--- config.mk ---
export PLATFORM = sky130hd
export DESIGN_NAME = fetch_unit
export DESIGN_NICKNAME = d
export VERILOG_FILES = /design/src/rtl/fetch_unit.sv
export SDC_FILE = /design/constraint.sdc
export NUM_CORES = 1
export LEC_CHECK = 0
export ABC_AREA = 1
export BUFFER_PORTS_ARGS = -buffer_cell sky130_fd_sc_hd__buf_2
export CORE_MARGIN = 1
export CORE_UTILIZATION = 45
export DETAILED_ROUTE_END_ITERATION = 6
export MAX_ROUTING_LAYER = met4
export PLACE_DENSITY = 0.69
export SLEW_MARGIN = 20
export SYNTH_ARGS = -nofsm -noshare
export SYNTH_HDL_FRONTEND = slang
export SYNTH_SLANG_ARGS = --single-unit
--- constraint.sdc ---
create_clock -name clk -period 5.3 [get_ports clk]
set_input_delay 0.265 -clock clk [delete_from_list [all_inputs] [get_ports clk]]
set_output_delay 0.265 -clock clk [all_outputs]
set_load 0.05 [all_outputs]
--- src/rtl/fetch_unit.sv ---
// Instruction fetch stage: owns the PC, issues one-cycle-latency memory requests and
// presents fetched words to decode through a 2-entry valid/ready buffer.
module fetch_unit #(
    parameter logic [31:0] RESET_PC = 32'h0000_0000
) (
    input  logic        clk,
    input  logic        reset,
    output logic [31:0] in_mem_addr,
    output logic        in_mem_en,
    input  logic [31:0] in_mem,
    input  logic        halt,
    input  logic        branch_taken,
    input  logic [31:0] branch_target,
    output logic [31:0] instr_out,
    output logic [31:0] pc_out,
    output logic        instr_valid,
    input  logic        instr_ready
);

    logic [31:0] pc_q, pc_d;
    logic        inflight_q, inflight_d;
    logic [31:0] inflight_addr_q, inflight_addr_d;
    logic [1:0]  count_q, count_d;
    logic [31:0] head_instr_q, head_instr_d;
    logic [31:0] head_pc_q, head_pc_d;
    logic [31:0] tail_instr_q, tail_instr_d;
    logic [31:0] tail_pc_q, tail_pc_d;

    logic [31:0] target;
    logic [2:0]  occupancy;
    logic        pop;
    logic        push;
    logic        issue;
    logic        redirect_issue;
    logic        unused_target_lsbs;

    assign target             = {branch_target[31:2], 2'b00};
    assign unused_target_lsbs = ^branch_target[1:0];

    assign instr_valid = (count_q != 2'd0);
    assign instr_out   = head_instr_q;
    assign pc_out      = head_pc_q;

    always_comb begin
        pop       = instr_valid & instr_ready;
        push      = inflight_q & ~branch_taken;
        // Entries held or still owed after this edge; issue only if one slot stays free.
        occupancy = {1'b0, count_q} + {2'b00, inflight_q} - {2'b00, pop};
        issue     = ~reset & ~halt & (branch_taken | (occupancy < 3'd2));
        redirect_issue = ~reset & ~halt & branch_taken;
    end

    always_comb begin
        in_mem_en   = issue;
        in_mem_addr = redirect_issue ? target : pc_q;
    end

    // PC and in-flight tracking; a redirect overrides sequential advance.
    always_comb begin
        pc_d            = pc_q;
        inflight_d      = issue;
        inflight_addr_d = inflight_addr_q;
        if (branch_taken) begin
            if (!halt) begin
                pc_d            = target + 32'd4;
                inflight_addr_d = target;
            end else begin
                pc_d = target;
            end
        end else if (issue) begin
            pc_d            = pc_q + 32'd4;
            inflight_addr_d = pc_q;
        end
    end

    // Shift-style FIFO: the head registers drive the outputs directly.
    always_comb begin
        head_instr_d = head_instr_q;
        head_pc_d    = head_pc_q;
        tail_instr_d = tail_instr_q;
        tail_pc_d    = tail_pc_q;
        count_d      = count_q + {1'b0, push} - {1'b0, pop};

        case (count_q)
            2'd0: begin
                if (push) begin
                    head_instr_d = in_mem;
                    head_pc_d    = inflight_addr_q;
                end
            end
            2'd1: begin
                if (push && pop) begin
                    head_instr_d = in_mem;
                    head_pc_d    = inflight_addr_q;
                end else if (push) begin
                    tail_instr_d = in_mem;
                    tail_pc_d    = inflight_addr_q;
                end
            end
            2'd2: begin
                if (pop) begin
                    head_instr_d = tail_instr_q;
                    head_pc_d    = tail_pc_q;
                    if (push) begin
                        tail_instr_d = in_mem;
                        tail_pc_d    = inflight_addr_q;
                    end
                end
            end
            default: begin
                count_d = 2'd0;
            end
        endcase

        if (branch_taken) begin
            count_d = 2'd0;
        end
    end

    always_ff @(posedge clk or posedge reset) begin
        if (reset) begin
            pc_q            <= RESET_PC;
            inflight_q      <= 1'b0;
            inflight_addr_q <= 32'h0;
            count_q         <= 2'd0;
            head_instr_q    <= 32'h0;
            head_pc_q       <= 32'h0;
            tail_instr_q    <= 32'h0;
            tail_pc_q       <= 32'h0;
        end else begin
            pc_q            <= pc_d;
            inflight_q      <= inflight_d;
            inflight_addr_q <= inflight_addr_d;
            count_q         <= count_d;
            head_instr_q    <= head_instr_d;
            head_pc_q       <= head_pc_d;
            tail_instr_q    <= tail_instr_d;
            tail_pc_q       <= tail_pc_d;
        end
    end

    fifo_no_overflow: assert property (@(posedge clk) disable iff (reset)
        !(push && !pop && (count_q == 2'd2)));

endmodule

==> results of run 1 <==
## through the flow
stage,power [mW],util [%]
after CTS,7.146,53.15
after global placement,5.765,50.40
after floorplan,5.070,-
after detailed placement,5.844,50.40
after global routing,7.578,53.16
final,7.100,53.16
## Yosys cell counts
| cell | count |
|---|---|
| ha_1 | 3 |
| nand4_1 | 7 |
| nor3_1 | 6 |
| nand2_2 | 1 |
| o21ai_2 | 1 |
| a22oi_1 | 3 |
| o211ai_1 | 4 |
| a21oi_1 | 14 |
| xnor2_1 | 3 |
| nand2_1 | 407 |
| buf_6 | 7 |
| nor2_1 | 173 |
| or2_2 | 4 |
| a211oi_1 | 1 |
| buf_1 | 3 |
| nand3_1 | 64 |
| a31oi_1 | 71 |
| clkbuf_1 | 36 |
| inv_2 | 4 |
| buf_4 | 4 |
| or2_0 | 1 |
| a21o_1 | 1 |
| a31o_2 | 1 |
| buf_2 | 21 |
| nor2_2 | 5 |
| o22ai_1 | 31 |
| o21a_1 | 1 |
| conb_1 | 1 |
| xor2_1 | 10 |
| o21ai_0 | 108 |
| and2_1 | 2 |
| o31ai_1 | 2 |
| nor2_4 | 3 |
| nand3b_1 | 1 |
| mux2_2 | 23 |
| and2_0 | 1 |
| dfrtp_1 | 190 |
| inv_1 | 98 |
| fa_1 | 1 |
| o21bai_1 | 2 |
| mux2_4 | 10 |
## cells in the final DEF (no fill, tap or decap), drive strengths merged
cell,instances
or2,5
a21o,1
buf,172
nand3b,1
diode,1
xnor2,3
conb,2
xor2,10
o21bai,2
o21a,1
ha,3
mux2,33
nand4,7
a21oi,14
fa,1
nand3,64
o22ai,31
a22oi,3
clkinvlp,4
bufinv,2
dlygate4sd3,1
a31o,1
o21ai,109
o31ai,2
and2,3
a211oi,1
nor2,181
dfrtp,190
clkinv,6
a31oi,71
o211ai,4
inv,102
clkbuf,20
nor3,6
nand2,408
## report_power, final
group / leakage, nW / internal [mW] / switching [mW] / total (mW)
sequential: 2.31 / 2.09 / 0.391 / 2.48
clock: 0.283 / 0.724 / 0.566 / 1.29
combinational: 2.98 / 0.890 / 2.44 / 3.33
## kinds of logic (layout without fill, tap and decap cells)
group	after synthesis	in the layout	synth area share (%)
buffers and inverters	173	307	7.320
multiplexers	33	33	4.030
AO/OA/AOI/OAI	240	240	13.51
other	1	3	0.03693
adder cells (fa/ha/maj)	4	4	0.5669
AND/OR/NAND/NOR	675	675	26.59
flip-flops	190	190	46.83
XOR/XNOR	13	13	1.121
## critical path, stage by stage, from the launching register on
cell     delay [ns]
dfrtp_1        0.49
inv_2          0.11
nor2_4         0.10
inv_2          0.05
nor2_4         0.16
o21ai_0        0.13
fa_1           0.50
nand2_1        0.08
nor2_4         0.22
inv_1          0.11
o21ai_0        0.19
buf_2          0.36
## path summary, 6_finish.rpt
path,cells past startpoint,slack (ns),from,end
setup / recovery,11,2.11,count_q[1],in_mem_en
hold / removal,2,0.09,in_mem[28],tail_instr_q[28]
setup reg to reg,11,2.23,count_q[1],inflight_addr_q[12]
hold reg to reg,2,0.48,tail_pc_q[1],tail_pc_q[1]
max in group asynchronous,4,3.58,reset,tail_pc_q[10]
min in group asynchronous,3,0.49,reset,pc_q[17]
## sequential cells by signal, indices dropped and copies added, names as in the netlist
name / cells
pc_q: 30
tail_pc_q: 31
tail_instr_q: 32
count_q: 2
instr_out: 32
inflight_q: 1
inflight_addr_q: 31
pc_out: 31
## metal layers
layer	vias to the layer above	part of all wire, %	GRT usage [%]
met2	323	44	36.12
met3	24	6.9	3.328
li1	4586	-	-
met1	4231	48	34.40
met4	0	1.4	7.143
met5	-	0	-
## final cells by class
cell class,instances,area [sq um]
antenna,1,2.502
clock buffer,20,456.7
clock inverter,12,136.4
fill,2121,10280
tap,280,350.3
multi-input combinational,967,4678
timing repair buffer,173,908.4
inverter,102,386.6
sequential,190,4755
## repair_timing
action | in CTS | in global routing
endpoints found under the hold margin | 21 | 0
setup endpoints to repair | 0 | 0
hold buffers | 1 | 0
==> qor.yml, run 1 <==
timing:
  finalHoldViolations: 0
  fin_ws_ns: 2.110
  relSlewSlack_pct: 22.27
  skew_ns: 0.01447
  worstMarginPinSlew_ns: 1.165
  setup_viol: 0
  post-route-period-util_pct: 60.20
  whs_ns: 0.08916
  setup_tns_ns: 0
  grt_setup_unrepaired: "false"
  fin_crit_ns: 3.190
  slew_violations: 0
  fmax_mhz: 313.4
final_layout:
  area_delta_synth_final_pct: 14.97
  fin_nets: 1524
  post-route-cell-area_sq_um: 11670
  instances_no_fill: 1745
  layout-drive-gt1-share_pct: 17.55
clocking:
  clkLatencyLatePin_ns: 0.43
  cts_tree: "yes"
  clockBufferDepth: 2
  htree_levels: 4
  cts_sinks: 190
  cts-buffers-inserted: 17
  cts_resized: 0
  cts-root-buf: "clkbuf_16"
  cts_setup_buffers: 0
  cts.clk_slew.worst_paths_ns: 0.07
floorplanning:
  die_w_um: 152.2
  fp-row-count: 54
  die_h_um: 152.2
  initial_utilization_pct: 46.24
  core_area_sq_um: 21960
  ioPinCount: 167
  die_area_sq_um: 23170
pwr:
  vdd_drop_max_mv: 0.2734
  p_per_area_nw_per_um2: 608.2
  leakage_nw: 5.570
global_routing:
  grt_pass1_vias: 8301
  grt_max_degree: 170
  antenna_found_initial: 1
  grt_pass1_wl_um: 43550
  overflow: 0
  grt_util_all_layers_pct: 24.26
setup_path:
  timing_worst_setup_path_type: "register to output pin"
  startpoint_type: "register"
  arrival_ns: 2.93
  crit_required_ns: 5.04
  cp_max_fo: 6
  end_kind: "output pin"
routing:
  drt-initial-drc-count: 804
  drtAntennaViolNets: 0
  routed_via_density: 5.252
  firstDrtPassIters: 7
  wl_um: 26600
  route.detailed.drc: 15
  vias: 9164
  routedWlPerCell_um: 15.24
place:
  port_buffers: 162
  place_hpwl_um: 18100
  placed_cells: 1711
  dp_slack_ns: 2.190
  gp_congestion: 0.9260
  placed_cell_area_sq_um: 11070
logic_synthesis:
  seq_area_frac_synth_pct: 46.83
  yosysUniqueCellTypes: 41
  synth_top_cell_by_area: "dfrtp_1"
  synth_warnings: 0
  syn_area_per_cell_sq_um: 7.640
  ys_seq_elements: 190
  syn-cell-area_sq_um: 10150
  syn_inst: 1329
  synth_top_area_share_pct: 46.83
  synth_area_leaders: "dfrtp_1, nand2_1, nor2_1"
flow_run:
  drv_cap: 0
run_status:
  violations: "design-rule violations"
  status: "complete, but fails checks"
hold_path:
  holdCritPathClass: "input port to register"
No activity file was read; power rests on OpenSTA's default activity.
==> run 2, diff against run 1 <==
- clock period: 5.3 -> 2.65 ns (I/O delays scaled with it)
==> run 2 against run 1 <==
  * The run still ends with design-rule violations left
  * Count of clock-buffer cells in the layout unchanged
  * Sequential cell count unchanged
  * First-iteration DRC count up 6.8%
  * Die area stayed put
  * Worst setup slack got worse by 2.0 ns
  * Non-clock buffer count increased by 49
==> qor.yml, run 2 (synthesis gave the netlist of run 1 again) <==
run_status:
  status: "complete, but fails checks"
  violations: "design-rule violations"
routing:
  routedWlPerCell_um: 15.30
  firstDrtPassIters: 7
  drt-initial-drc-count: 859
  drtAntennaViolNets: 0
  wl_um: 27450
  routed_via_density: 5.222
  vias: 9368
  route.detailed.drc: 15
floorplanning:
  fp-row-count: 54
  die_h_um: 152.2
  ioPinCount: 167
  die_w_um: 152.2
  core_area_sq_um: 21960
  die_area_sq_um: 23170
  initial_utilization_pct: 46.24
timing:
  setup_viol: 0
  fmax_mhz: 393.8
  fin_crit_ns: 2.540
  post-route-period-util_pct: 95.83
  worstMarginPinSlew_ns: 0.7206
  relSlewSlack_pct: 51.96
  finalHoldViolations: 0
  setup_tns_ns: 0
  slew_violations: 0
  skew_ns: 0.01174
clocking:
  clkLatencyLatePin_ns: 0.43
  htree_levels: 4
  cts_sinks: 190
  cts_tree: "yes"
  cts-root-buf: "clkbuf_16"
  cts-buffers-inserted: 17
  cts.clk_slew.worst_paths_ns: 0.07
  clockBufferDepth: 2
setup_path:
  end_kind: "output pin"
  crit_required_ns: 2.52
  timing_worst_setup_path_type: "register to output pin"
  crit_path_frequent_cell: "nor2_4"
  cp_max_fo: 4
  critPathSlowestCell: "fa_2"
  path_cells: "nor2_4 > inv_2 > nor2_4 > o21ai_1 > fa_2 > nand2_1 > nor2_4 > inv_1 > o21ai_2 > buf_6"
  startpoint_type: "register"
  critical-path-max-stage-delay_ns: 0.53
  arrival_ns: 2.41
place:
  port_buffers: 162
  gp_congestion: 0.9420
  place_hpwl_um: 18680
  placed_cells: 1722
  placed_cell_area_sq_um: 11210
global_routing:
  overflow: 0
  grt_max_degree: 90
  grt_pass1_wl_um: 44930
  grt_util_all_layers_pct: 24.95
  grt_pass1_vias: 8651
  antenna_found_initial: 1
final_layout:
  layout-drive-gt1-share_pct: 18.37
  post-route-cell-area_sq_um: 12180
  fin_nets: 1573
  instances_no_fill: 1794
  area_delta_synth_final_pct: 20.00
  layout_common_cells: "nand2_1, dfrtp_1, nor2_1, buf_2, o21ai_0"
  final_common_cell: "nand2_1"
  fill_cells: 2062
pwr:
  combPwrFrac_pct: 48.4
  power_mw: 14.25
  netSwitchingPower_mw: 6.852
  leakage_nw: 5.803
  seq_power_share_pct: 34.9
  clkPwrFrac_pct: 16.7
  intPower_mw: 7.400
  vdd_drop_max_mv: 0.5609
  switching_share_pct: 48.08
  p_per_area_nw_per_um2: 1170
flow_run:
  drv_cap: 0
hold_path:
  holdCritPathClass: "input port to register"
==> run 2: layout make-up <==
cell class / instances / area [sq um] / share of cell area, %
timing repair buffer: 222 / 1446 / 11.87
clock inverter: 12 / 86.33 / 0.7086
clock buffer: 20 / 456.7 / 3.748
multi-input combinational: 967 / 4697 / 38.55
tap: 280 / 350.3 / 2.875
antenna: 1 / 2.502 / 0.02054
sequential: 190 / 4756 / 39.03
inverter: 102 / 389.1 / 3.194
==> run 2: repair_timing <==
item | in CTS | in global routing
cloned | 0 | 1
resized for setup | 4 | 7
endpoints found under the hold margin | 87 | 0
buffers inserted | 1 | 4
setup endpoints to repair | 1 | 10
hold buffers | 33 | 0
pin swaps | 1 | 1
==> run 2: through the flow <==
step                      hold slack, ns  util [%]  worst slack [ns]
after detailed placement          0.1315     51.07           0.08837
final                            0.04916     55.49            0.1104
after floorplan                   0.2810         -           0.06189
after CTS                        0.02814     55.14          0.008807
after global routing             0.04602     55.49          -0.02970
after global placement            0.1314     51.07            0.1094
==> run 2: worst paths after layout <==
kind,startpoint,end,slack [ns],cells past startpoint
worst max-delay path,count_q[0],in_mem_en,0.11,10
worst min-delay path,branch_target[2],inflight_addr_q[2],0.05,3
worst max register to register,count_q[0],pc_q[17],0.14,15
worst min register to register,tail_pc_q[21],tail_pc_q[21],0.48,2
max in group asynchronous,reset,pc_out[12],1.68,4
min in group asynchronous,reset,pc_q[13],0.23,3
==> run 2: critical path: cells and delay by family, from the launching register on <==
family | cells | cell delay (ns)
adder cells (fa/ha/maj) | 1 | 0.53
AND/OR/NAND/NOR | 4 | 0.48
flip-flops | 1 | 0.44
buffers and inverters | 3 | 0.34
AO/OA/AOI/OAI | 2 | 0.20
==> run 2: metal layers <==
metal / share of wire, % / GRT usage [%]
met2: 44 / 37.35
met5: 0 / -
met1: 47 / 34.64
met4: 2.3 / 8.163
met3: 6.7 / 3.896
==> run 2: power groups by stage <==
stage	logic, mW	clock network [mW]	registers (mW)
final	6.90	2.38	4.97
after global routing	7.50	2.55	5.16
after CTS	6.86	2.42	4.97
after detailed placement	6.77	0	5.02
after global placement	6.67	0	4.96
after floorplan	3.59	0	6.55
==> run 3, diff against run 2 <==
- CORE_UTILIZATION: 45 -> 50
- PLACE_DENSITY: 0.69 -> 0.75
==> run 3 against run 2 <==
  * Sequential share of layout area grew 0.14 points
  * Largest power group unchanged
  * Count of clock-buffer cells in the layout shrank 3
  * Sequential power is essentially flat
  * Sequential cell count is the same
  * Hold slack lost 0.0089 ns
  * Clock power grew 2%
  * Register-to-register slack is essentially flat
  * Highest routed layer unchanged
  * Non-clock buffer count shrank 3
  * Design area shrank 0.36%
  * The flow now finishes without violations
  * Global-route usage grew 2.6 points
==> qor.yml, run 3 (synthesis gave the netlist of run 1 again) <==
timing:
  fin_ws_ns: 0.1022
  finalHoldViolations: 0
  fmax_mhz: 392.5
  slew_violations: 0
  setup_viol: 0
  whs_ns: 0.04027
  relSlewSlack_pct: 52.72
  worstMarginPinSlew_ns: 0.7092
  fin_crit_ns: 2.548
  post-route-period-util_pct: 96.14
  skew_ns: 0.01253
clocking:
  cts-root-buf: "clkbuf_16"
  cts.clk_slew.worst_paths_ns: 0.08
  htree_levels: 4
  cts-buffers-inserted: 17
  clockBufferDepth: 2
  clkLatencyLatePin_ns: 0.44
  cts_sinks: 190
  cts_tree: "yes"
final_layout:
  fin_nets: 1570
  layout-drive-gt1-share_pct: 18.28
  area_delta_synth_final_pct: 19.57
  utilization_pct: 61.77
  layout_common_cells: "nand2_1, dfrtp_1, nor2_1, buf_2, o21ai_0"
  num_antenna_cells: 0
  final_common_cell: "nand2_1"
global_routing:
  grt_pass1_vias: 8570
  grt_max_degree: 97
  grt_pass1_wl_um: 43190
  top_usage_layer: "met2"
  overflow: 0
  met1_usage_pct: 38.05
  grt_util_all_layers_pct: 27.60
  met3_usage_pct: 4.437
  grt_use_met2_pct: 41.47
  antenna_found_initial: 0
place:
  dp_slack_ns: 0.1219
  port_buffers: 162
  place_hpwl_um: 18480
  gp_congestion: 0.9765
setup_path:
  end_kind: "output pin"
  rr_startpoint: "count_q[0]"
  cp_max_fo: 4
  arrival_ns: 2.42
  crit_required_ns: 2.52
  startpoint_type: "register"
  timing_worst_setup_path_type: "register to output pin"
  crit_start: "count_q[0]"
flow_run:
  drv_cap: 0
pwr:
  power_mw: 14.27
  switching_share_pct: 48.51
  clkPwrFrac_pct: 16.9
  seq_power_share_pct: 34.9
  netSwitchingPower_mw: 6.921
  leakage_nw: 5.774
  vdd_drop_max_mv: 0.5323
  combPwrFrac_pct: 48.2
  intPower_mw: 7.345
  p_per_area_nw_per_um2: 1175
routing:
  vias: 9446
  routed_via_density: 5.322
  drt-initial-drc-count: 852
  routedWlPerCell_um: 15.15
  firstDrtPassIters: 6
  wl_um: 26880
  route.detailed.drc: 0
  drtAntennaViolNets: 0
floorplanning:
  initial_utilization_pct: 51.66
  fp-row-count: 51
  core_area_sq_um: 19650
  die_w_um: 144.5
  die_area_sq_um: 20880
  die_h_um: 144.5
  ioPinCount: 167
hold_path:
  min-delay-start: "branch_target[2]"
  holdCritPathClass: "input port to register"
run_status:
  status: "finished clean"
==> run 3: per-layer routing <==
layer | vias to the layer above | wire length [um]
met5 | - | 0
li1 | 4671 | -
met2 | 354 | 11930
met3 | 32 | 1918
met4 | 0 | 586
met1 | 4389 | 12450
==> run 3: what timing repair did <==
item,CTS,global route
setup endpoints to repair,1,15
pin swaps,1,1
gates cloned,0,0
hold endpoints to repair,82,0
hold buffers,33,0
setup buffers,1,1
gates resized for setup,4,8
==> run 3: final cells by class <==
type,instances,area (sq um)
Multi-Input combinational cell,967,4700
Tap cell,265,331.6
Clock inverter,15,128.9
Timing Repair Buffer,219,1410
Fill cell,1745,7513
Sequential cell,190,4756
Inverter,102,389.1
Clock buffer,17,425.4
==> run 3: worst paths after layout <==
path                                      end  slack, ns  cells past startpoint
min in group asynchronous            pc_q[18]       0.34                      3
hold / removal             inflight_addr_q[2]       0.04                      3
setup / recovery                    in_mem_en       0.10                     10
max in group asynchronous          count_q[0]       1.46                      4
hold reg to reg                 tail_pc_q[13]       0.49                      2
setup reg to reg                     pc_q[22]       0.14                     15
==> run 3: power by group through the flow <==
stage | registers [mW] | clock network, mW | logic, mW
after CTS | 4.96 | 2.46 | 6.84
final | 4.98 | 2.42 | 6.87
after global placement | 4.95 | 0 | 6.63
after global routing | 5.16 | 2.59 | 7.50
after floorplan | 6.55 | 0 | 3.59
after detailed placement | 5.01 | 0 | 6.76
==> run 3: critical path, stage by stage (launching register included) <==
cell and delay (ns):
dfrtp_2 0.45, nor2_4 0.13, inv_2 0.06, nor2_4 0.16
o21ai_1 0.09, fa_2 0.53, nand2_1 0.08, nor2_4 0.10
inv_1 0.09, o21ai_4 0.10, buf_8 0.18
==> run 3: through the flow <==
step / cell area (sq um) / setup TNS, ns / std cells
2_1_floorplan: 10160 / 0 / 1330
3_3_place_gp: 11200 / 0 / 1708
3_5_place_dp: 11200 / 0 / 1708
4_1_cts: 12100 / 0 / 1774
5_1_grt: 12140 / -0.04904 / 1775
6_report: 12140 / 0 / 1775
